--- src/rtl/boot_pkg.sv ---
// Shared types and constants for the UART boot loader.
package boot_pkg;

   typedef enum logic [2:0] {IDLE, LEN, HI, LO, WRITE, CSUM, DONE, ERR} state_t;

   typedef enum logic [1:0] {RX_IDLE, RX_START, RX_DATA, RX_STOP} rx_state_t;

   localparam logic [7:0] SYNC_BYTE = 8'hA5;

   // Clocks per UART bit, rounded to nearest.
   function automatic int bit_period(input int clk_hz, input int baud);
      return (clk_hz + baud / 2) / baud;
   endfunction

endpackage

--- src/rtl/uart_rx_byte.sv ---
// 8N1 UART byte receiver with a 2-flop input synchronizer.
// valid pulses one cycle with a good byte; frame_err pulses on a low stop bit.
//
// state    | meaning
// RX_IDLE  | waiting for a falling edge on the synchronized line
// RX_START | half a bit in, confirming the start bit is still low
// RX_DATA  | sampling 8 data bits at bit centres, LSB first
// RX_STOP  | sampling the stop bit at its centre
module uart_rx_byte
   import boot_pkg::*;
#(
   parameter int CLK_HZ = 27_000_000,
   parameter int BAUD   = 57_600
) (
   input  logic       clk,
   input  logic       rst,
   input  logic       rx,
   output logic [7:0] data,
   output logic       valid,
   output logic       frame_err
);

   localparam int BIT_CYC = bit_period(CLK_HZ, BAUD);
   localparam int CNT_W   = $clog2(BIT_CYC + 1);
   localparam logic [CNT_W-1:0] BIT_LOAD  = CNT_W'(BIT_CYC - 1);
   localparam logic [CNT_W-1:0] HALF_LOAD = CNT_W'(BIT_CYC / 2 - 1);

   rx_state_t        state, state_nx;
   logic [CNT_W-1:0] cnt, cnt_nx;
   logic [2:0]       idx, idx_nx;
   logic [7:0]       shreg, shreg_nx;
   logic [7:0]       data_nx;
   logic             valid_nx, ferr_nx;
   logic             rx_s1, rx_s2, rx_prev;

   // Bring the asynchronous line into clk and keep one delayed copy for edge detection.
   always_ff @(posedge clk or posedge rst) begin
      if (rst) begin
         rx_s1   <= 1'b1;
         rx_s2   <= 1'b1;
         rx_prev <= 1'b1;
      end else begin
         rx_s1   <= rx;
         rx_s2   <= rx_s1;
         rx_prev <= rx_s2;
      end
   end

   // Receiver state and datapath registers.
   always_ff @(posedge clk or posedge rst) begin
      if (rst) begin
         state     <= RX_IDLE;
         cnt       <= '0;
         idx       <= '0;
         shreg     <= '0;
         data      <= '0;
         valid     <= 1'b0;
         frame_err <= 1'b0;
      end else begin
         state     <= state_nx;
         cnt       <= cnt_nx;
         idx       <= idx_nx;
         shreg     <= shreg_nx;
         data      <= data_nx;
         valid     <= valid_nx;
         frame_err <= ferr_nx;
      end
   end

   // Bit timing with a down-counter; every sample happens when it reaches zero.
   always_comb begin
      state_nx = state;
      cnt_nx   = cnt;
      idx_nx   = idx;
      shreg_nx = shreg;
      data_nx  = data;
      valid_nx = 1'b0;
      ferr_nx  = 1'b0;
      case (state)
         RX_IDLE: begin
            if (rx_prev && !rx_s2) begin
               state_nx = RX_START;
               cnt_nx   = HALF_LOAD;
            end
         end
         RX_START: begin
            if (cnt == '0) begin
               if (!rx_s2) begin
                  state_nx = RX_DATA;
                  cnt_nx   = BIT_LOAD;
                  idx_nx   = '0;
               end else begin
                  state_nx = RX_IDLE;
               end
            end else begin
               cnt_nx = cnt - CNT_W'(1);
            end
         end
         RX_DATA: begin
            if (cnt == '0) begin
               shreg_nx = {rx_s2, shreg[7:1]};
               cnt_nx   = BIT_LOAD;
               if (idx == 3'd7) state_nx = RX_STOP;
               else             idx_nx   = idx + 3'd1;
            end else begin
               cnt_nx = cnt - CNT_W'(1);
            end
         end
         RX_STOP: begin
            if (cnt == '0) begin
               state_nx = RX_IDLE;
               if (rx_s2) begin
                  data_nx  = shreg;
                  valid_nx = 1'b1;
               end else begin
                  ferr_nx = 1'b1;
               end
            end else begin
               cnt_nx = cnt - CNT_W'(1);
            end
         end
         default: state_nx = RX_IDLE;
      endcase
   end

endmodule

--- src/rtl/uart_boot_loader.sv ---
// Loads a checksummed word image from UART into BSRAM and releases the CPU once verified.
//
// state | meaning
// IDLE  | hunting for the sync byte, other bytes ignored
// LEN   | next byte is the word count (0 = 256)
// HI    | next byte is the high half of a word
// LO    | next byte is the low half of a word
// WRITE | one-cycle BSRAM write of the assembled word
// CSUM  | next byte is the checksum of all data bytes
// DONE  | image verified, CPU owns BSRAM, terminal until reset
// ERR   | one-cycle transit after a failed frame, back to IDLE
module uart_boot_loader
   import boot_pkg::*;
#(
   parameter int CLK_HZ      = 27_000_000,
   parameter int BAUD        = 57_600,
   parameter int ADDR_W      = 11,
   parameter int TIMEOUT_CYC = CLK_HZ / 10
) (
   input  logic              clk,
   input  logic              rst,
   input  logic              uart_rx,
   output logic              mem_ce,
   output logic              mem_wre,
   output logic [ADDR_W-1:0] mem_ad,
   output logic [15:0]       mem_din,
   output logic              boot_mode,
   output logic              done,
   output logic              err,
   output logic [ADDR_W:0]   words_loaded
);

   localparam int WL_W  = ADDR_W + 1;
   localparam int TMO_W = $clog2(TIMEOUT_CYC + 1);
   localparam logic [TMO_W-1:0] TMO_LOAD = TMO_W'(TIMEOUT_CYC);

   state_t            state, state_nx;
   logic [7:0]        rx_data;
   logic              rx_valid, rx_ferr;
   logic [ADDR_W-1:0] addr;
   logic [8:0]        len_n;
   logic [7:0]        hi_byte;
   logic [7:0]        csum;
   logic [TMO_W-1:0]  tmo;
   logic              tmo_run, sync_seen, last_word;

   uart_rx_byte #(
      .CLK_HZ (CLK_HZ),
      .BAUD   (BAUD)
   ) u_rx (
      .clk       (clk),
      .rst       (rst),
      .rx        (uart_rx),
      .data      (rx_data),
      .valid     (rx_valid),
      .frame_err (rx_ferr)
   );

   assign mem_ce    = 1'b1;
   assign mem_wre   = (state == WRITE);
   assign boot_mode = (state != DONE);
   assign done      = (state == DONE);
   assign tmo_run   = (state == LEN) || (state == HI) || (state == LO) || (state == CSUM);
   assign sync_seen = (state == IDLE) && rx_valid && (rx_data == SYNC_BYTE);
   assign last_word = (words_loaded + WL_W'(1)) >= WL_W'(len_n);

   // State register; reset drops any in-flight write immediately.
   always_ff @(posedge clk or posedge rst) begin
      if (rst) state <= IDLE;
      else     state <= state_nx;
   end

   // Next-state logic: normal byte flow, then framing errors and timeout override it.
   always_comb begin
      state_nx = state;
      case (state)
         IDLE:    if (sync_seen) state_nx = LEN;
         LEN:     if (rx_valid) state_nx = HI;
         HI:      if (rx_valid) state_nx = LO;
         LO:      if (rx_valid) state_nx = WRITE;
         WRITE:   state_nx = last_word ? CSUM : HI;
         CSUM:    if (rx_valid) state_nx = (rx_data == csum) ? DONE : ERR;
         DONE:    state_nx = DONE;
         ERR:     state_nx = IDLE;
         default: state_nx = IDLE;
      endcase
      if (tmo_run || state == WRITE) begin
         if (rx_ferr)                               state_nx = ERR;
         else if (tmo_run && !rx_valid && tmo == '0) state_nx = ERR;
      end
   end

   // Sticky error flag: set on entry to ERR, cleared by the next sync byte.
   always_ff @(posedge clk or posedge rst) begin
      if (rst)                  err <= 1'b0;
      else if (state_nx == ERR) err <= 1'b1;
      else if (sync_seen)       err <= 1'b0;
   end

   // Frame datapath: length, word assembly, checksum, address and inter-byte timer.
   always_ff @(posedge clk or posedge rst) begin
      if (rst) begin
         addr         <= '0;
         words_loaded <= '0;
         len_n        <= '0;
         hi_byte      <= '0;
         csum         <= '0;
         mem_ad       <= '0;
         mem_din      <= '0;
         tmo          <= TMO_LOAD;
      end else begin
         if (rx_valid)                     tmo <= TMO_LOAD;
         else if (tmo_run && tmo != '0)    tmo <= tmo - TMO_W'(1);
         case (state)
            IDLE: begin
               if (sync_seen) begin
                  addr         <= '0;
                  words_loaded <= '0;
                  csum         <= '0;
               end
            end
            LEN: begin
               if (rx_valid) len_n <= (rx_data == 8'd0) ? 9'd256 : {1'b0, rx_data};
            end
            HI: begin
               if (rx_valid) begin
                  hi_byte <= rx_data;
                  csum    <= csum + rx_data;
               end
            end
            LO: begin
               if (rx_valid) begin
                  csum    <= csum + rx_data;
                  mem_ad  <= addr;
                  mem_din <= {hi_byte, rx_data};
               end
            end
            WRITE: begin
               addr         <= addr + ADDR_W'(1);
               words_loaded <= words_loaded + WL_W'(1);
            end
            default: ;
         endcase
      end
   end

endmodule

--- config.mk ---
export PLATFORM = sky130hd
export DESIGN_NAME = uart_boot_loader
export DESIGN_NICKNAME = d
export VERILOG_FILES = /design/src/rtl/boot_pkg.sv /design/src/rtl/uart_rx_byte.sv /design/src/rtl/uart_boot_loader.sv
export SDC_FILE = /design/constraint.sdc
export NUM_CORES = 1
export LEC_CHECK = 0
export BUFFER_PORTS_ARGS = -buffer_cell sky130_fd_sc_hd__buf_2
export CAP_MARGIN = 20
export CORE_UTILIZATION = 65
export DETAILED_ROUTE_END_ITERATION = 7
export GPL_TIMING_DRIVEN = 0
export PLACE_DENSITY = 0.85
export REMOVE_ABC_BUFFERS = 1
export SLEW_MARGIN = 25
export SYNTH_ARGS = -nofsm -noshare
export SYNTH_HDL_FRONTEND = slang
export SYNTH_SLANG_ARGS = --single-unit
--- constraint.sdc ---
create_clock -name clk -period 10.1 [get_ports clk]
set_input_delay 0.505 -clock clk [delete_from_list [all_inputs] [get_ports clk]]
set_output_delay 0.505 -clock clk [all_outputs]
set_load 0.01 [all_outputs]
==> summary.txt <==
Floorplan
  • Die area: 11100 um2
  • Core area: 10300 um2
  • Initial Utilization: 0.671
  • Die Ht: 105 um
  • Die X: between 100 and 150 um
  • IO Count: 47
  • FP Rows: 37

Place
  • Port bufs: 45
  • Hpwl dp: between 9000 and 10000 um
  • Cells after DPL: between 800 and 900
  • Final RePlAce weighted congestion: 0.838
  • Setup WS pre-CTS: between 6000 and 7000 ps

Pwr
  • Combinational share of power: 0.228
  • PwrDens: 209 nW/um2
  • Clk pwr share: 0.387
  • Sw Ratio: 0.332
  • Seq pwr share: 0.385
  • Switching power total: between 500 and 600 uW
  • Worst VDD drop: 133 uV
  • P_int: 1.10 mW
  • Pleak: 3.94 nW

CTS
  • Depth of the CTS H-tree: 4
  • Inserted Clock Buffers: 17
  • Clock-pin slew of the registers on the worst-case setup and hold paths: 60 ps
  • CTS sink count: 136
  • CTS tree: yes
  • Post-CTS Resized: 0
  • Worst-Skew Late Latency: about 540 ps
  • Clk root buf: clkbuf_8
  • Clock buffer depth: 2

Timing
  • RSZ-0062 raised after global routing: false
  • Tcrit/Tclk final: 0.322
  • Relative slew margins: 0.342
  • Worst-Margin Slew: roughly 1000 ps
  • Crit path time final: 3260 ps
  • Max Clock Freq: slightly above 0.3 GHz
  • Final Slew Violations: 0
  • Skew final: 12.9 ps
  • Hold violation total from the final report: 0
  • Final setup margin: around 6800 ps
  • Final setup violation count: 0
  • Total negative slack: 0 ps
  • Hold_ws: roughly 66 ps

Synth
  • Synth cell types: a little over 70
  • Mapped Cells: between 600 and 700
  • Cell taking the most area after synthesis: dfrtp_1
  • FFs w/ async S/R, synth: 1.00
  • Synth Area per Inst: 10.6 um2
  • Syn Std Cell Area: around 7000 um2
  • Prevailing post-synth register cell: dfrtp_1
  • Commonest cells in the netlist: 124 x dfrtp_1, 67 x nand2_1, 54 x mux2_2
  • Synth area leaders: dfrtp_1 45%, mux2_2 8.8%, ha_1 4.7%, dfstp_2 4.6%, nand2_1 3.6%
  • YS warnings: 0
  • Top-area cell type share of the netlist area: 0.448
  • Most frequent cell after synthesis: dfrtp_1
  • EDFF count, synth: 0
  • Synth Register Bits: 136
  • Sequential area share after synthesis: 0.493

Cells and area
  • Final antenna diode count: 0
  • Count of non-filler cells in the finished layout: 846
  • Finished Core Util: 0.762
  • Layout fillers: approximately 640
  • Final net count: 727
  • Layout cells sized above 1: 0.231
  • Area Overhead vs Synth: 13.6%

Hold path
  • Worst Hold Depth: 1
  • Hold Path Origin: uart_rx
  • Hold Path Class: in -> reg
  • Hold Path Sink: u_rx.rx_s1

Worst setup path
  • Cells on worst reg2reg path: 10
  • Worst reg-to-reg setup slack: just under 7000 ps
  • CP Launch Type: register
  • Crit path DAT: 2750 ps
  • Critical R2R Capture: state[2]
  • Crit path capture type: output pin
  • Crit Path Max Fanout: 21
  • Setup CP Type: reg -> out
  • Data required time of the worst path: ~9600 ps
  • RR Startpoint: words_loaded[0]

Job
  • Max-cap violation count: 0

Route
  • Wire length on met2: around 8000 um
  • DR iter-0 viols: 412
  • Final WL: 15800 um
  • ANT nets after route: 0
  • Drt drc: 0
  • Metal3 WL: between 900 and 1000 um
  • Vias: 5368
  • M1 WL: 6540 um
  • Pre-antenna DRT Iters: 5
  • Top sig layer: met4
  • Routed len/inst: 18.7 um
  • DR vias/cell: ~6.3

Global route
  • GRT overflow: 0
  • Largest net degree at the start of global routing: 85
  • Initial antenna violation count: 0
  • First-pass GRT wire length: between 20000 and 30000 um
  • GRT Util Overall: 0.310
  • Number of global-route vias before repair: around 5400

Run status
  • Status: finished, final reports clean
[cells by family (layout without fill, tap and decap cells)]
group           Yosys count  after routing  synth area share
compound gates          130            130             0.125
xor+xnor                 34             34            0.0430
fa+ha+maj                27             27            0.0498
buf+inv                  52            108            0.0318
flops                   136            136             0.493
mux                      62             62            0.0993
other cells               1              1          0.000541
simple gates            212            212             0.157
[state kept, by name, summed over array words and instances (netlist names), 3 cells and up, named ones only]
signal and cells:
mem_ad 11, addr 11, u_rx.idx 3, state 3, hi_byte 8, u_rx.data 8, words_loaded 12, len_n 9
csum 8, tmo 22, u_rx.shreg 8, mem_din 16, u_rx.cnt 9
[cell usage in the layout (no fill, tap or decap), types with 6 or more instances in the layout]
cell,instances
xor2_1,14
nor2b_1,6
mux2i_1,8
a21o_1,7
o22a_1,6
inv_1,27
dfrtp_1,124
mux2_2,54
a21oi_1,25
o21ai_0,40
buf_2,45
dfstp_2,12
nand4_1,10
a211oi_1,9
nor3_1,8
clkbuf_16,16
xnor2_1,20
nand3_1,25
o21a_1,6
and3_1,6
nand2_1,67
nor2_1,46
ha_1,26
nor4_1,6
[metal layers]
layer  vias to the layer above  track usage
met5                         -            0
met1                      2649        0.392
li1                       2444            -
met4                         0        0.159
met3                        50       0.0637
met2                       225        0.508
[what timing repair did]
action                    CTS  global route
setup buffers               0             0
hold endpoints to repair   50             0
hold buffers                1             0
[stage by stage]
stage / instance area, um2 / total power, mW
2_1_floorplan: 6820 / 0.922
3_3_place_gp: 7210 / 0.974
3_5_place_dp: 7260 / 1.00
4_1_cts: 7870 / 1.64
5_1_grt: 7870 / 1.71
6_report: 7870 / 1.64
[power groups by stage]
stage | clock network, mW | registers, mW | logic (mW)
after floorplan | 0 | 0.630 | 0.291
after global placement | 0 | 0.636 | 0.338
after detailed placement | 0 | 0.640 | 0.362
after CTS | 0.637 | 0.631 | 0.370
after global routing | 0.660 | 0.637 | 0.415
final | 0.636 | 0.633 | 0.375
[worst max-delay path, stage by stage, from the launching register on]
cell and delay (ps):
dfrtp_1 580, nor2b_1 320, nand2_1 550, inv_2 550, buf_2 220
[final cells by class]
cell class | count | area, um2 | share of cell area
Clock buffer | 17 | 414 | 0.0526
Clock inverter | 15 | 186 | 0.0237
Inverter | 29 | 116 | 0.0148
Multi-Input combinational cell | 466 | 3300 | 0.419
Sequential cell | 136 | 3420 | 0.434
Tap cell | 136 | 170 | 0.0216
Timing Repair Buffer | 47 | 263 | 0.0334
[worst max path at each step]
stage	start	endpoint
2_1_floorplan	rst	asynchronous set/reset pin
3_3_place_gp	rst	tmo[15]
3_5_place_dp	words_loaded[0]	state[2]
4_1_cts	state[2]	mem_wre
5_1_grt	state[2]	mem_wre
6_report	state[2]	mem_wre
(Power assumes the default switching activity.)
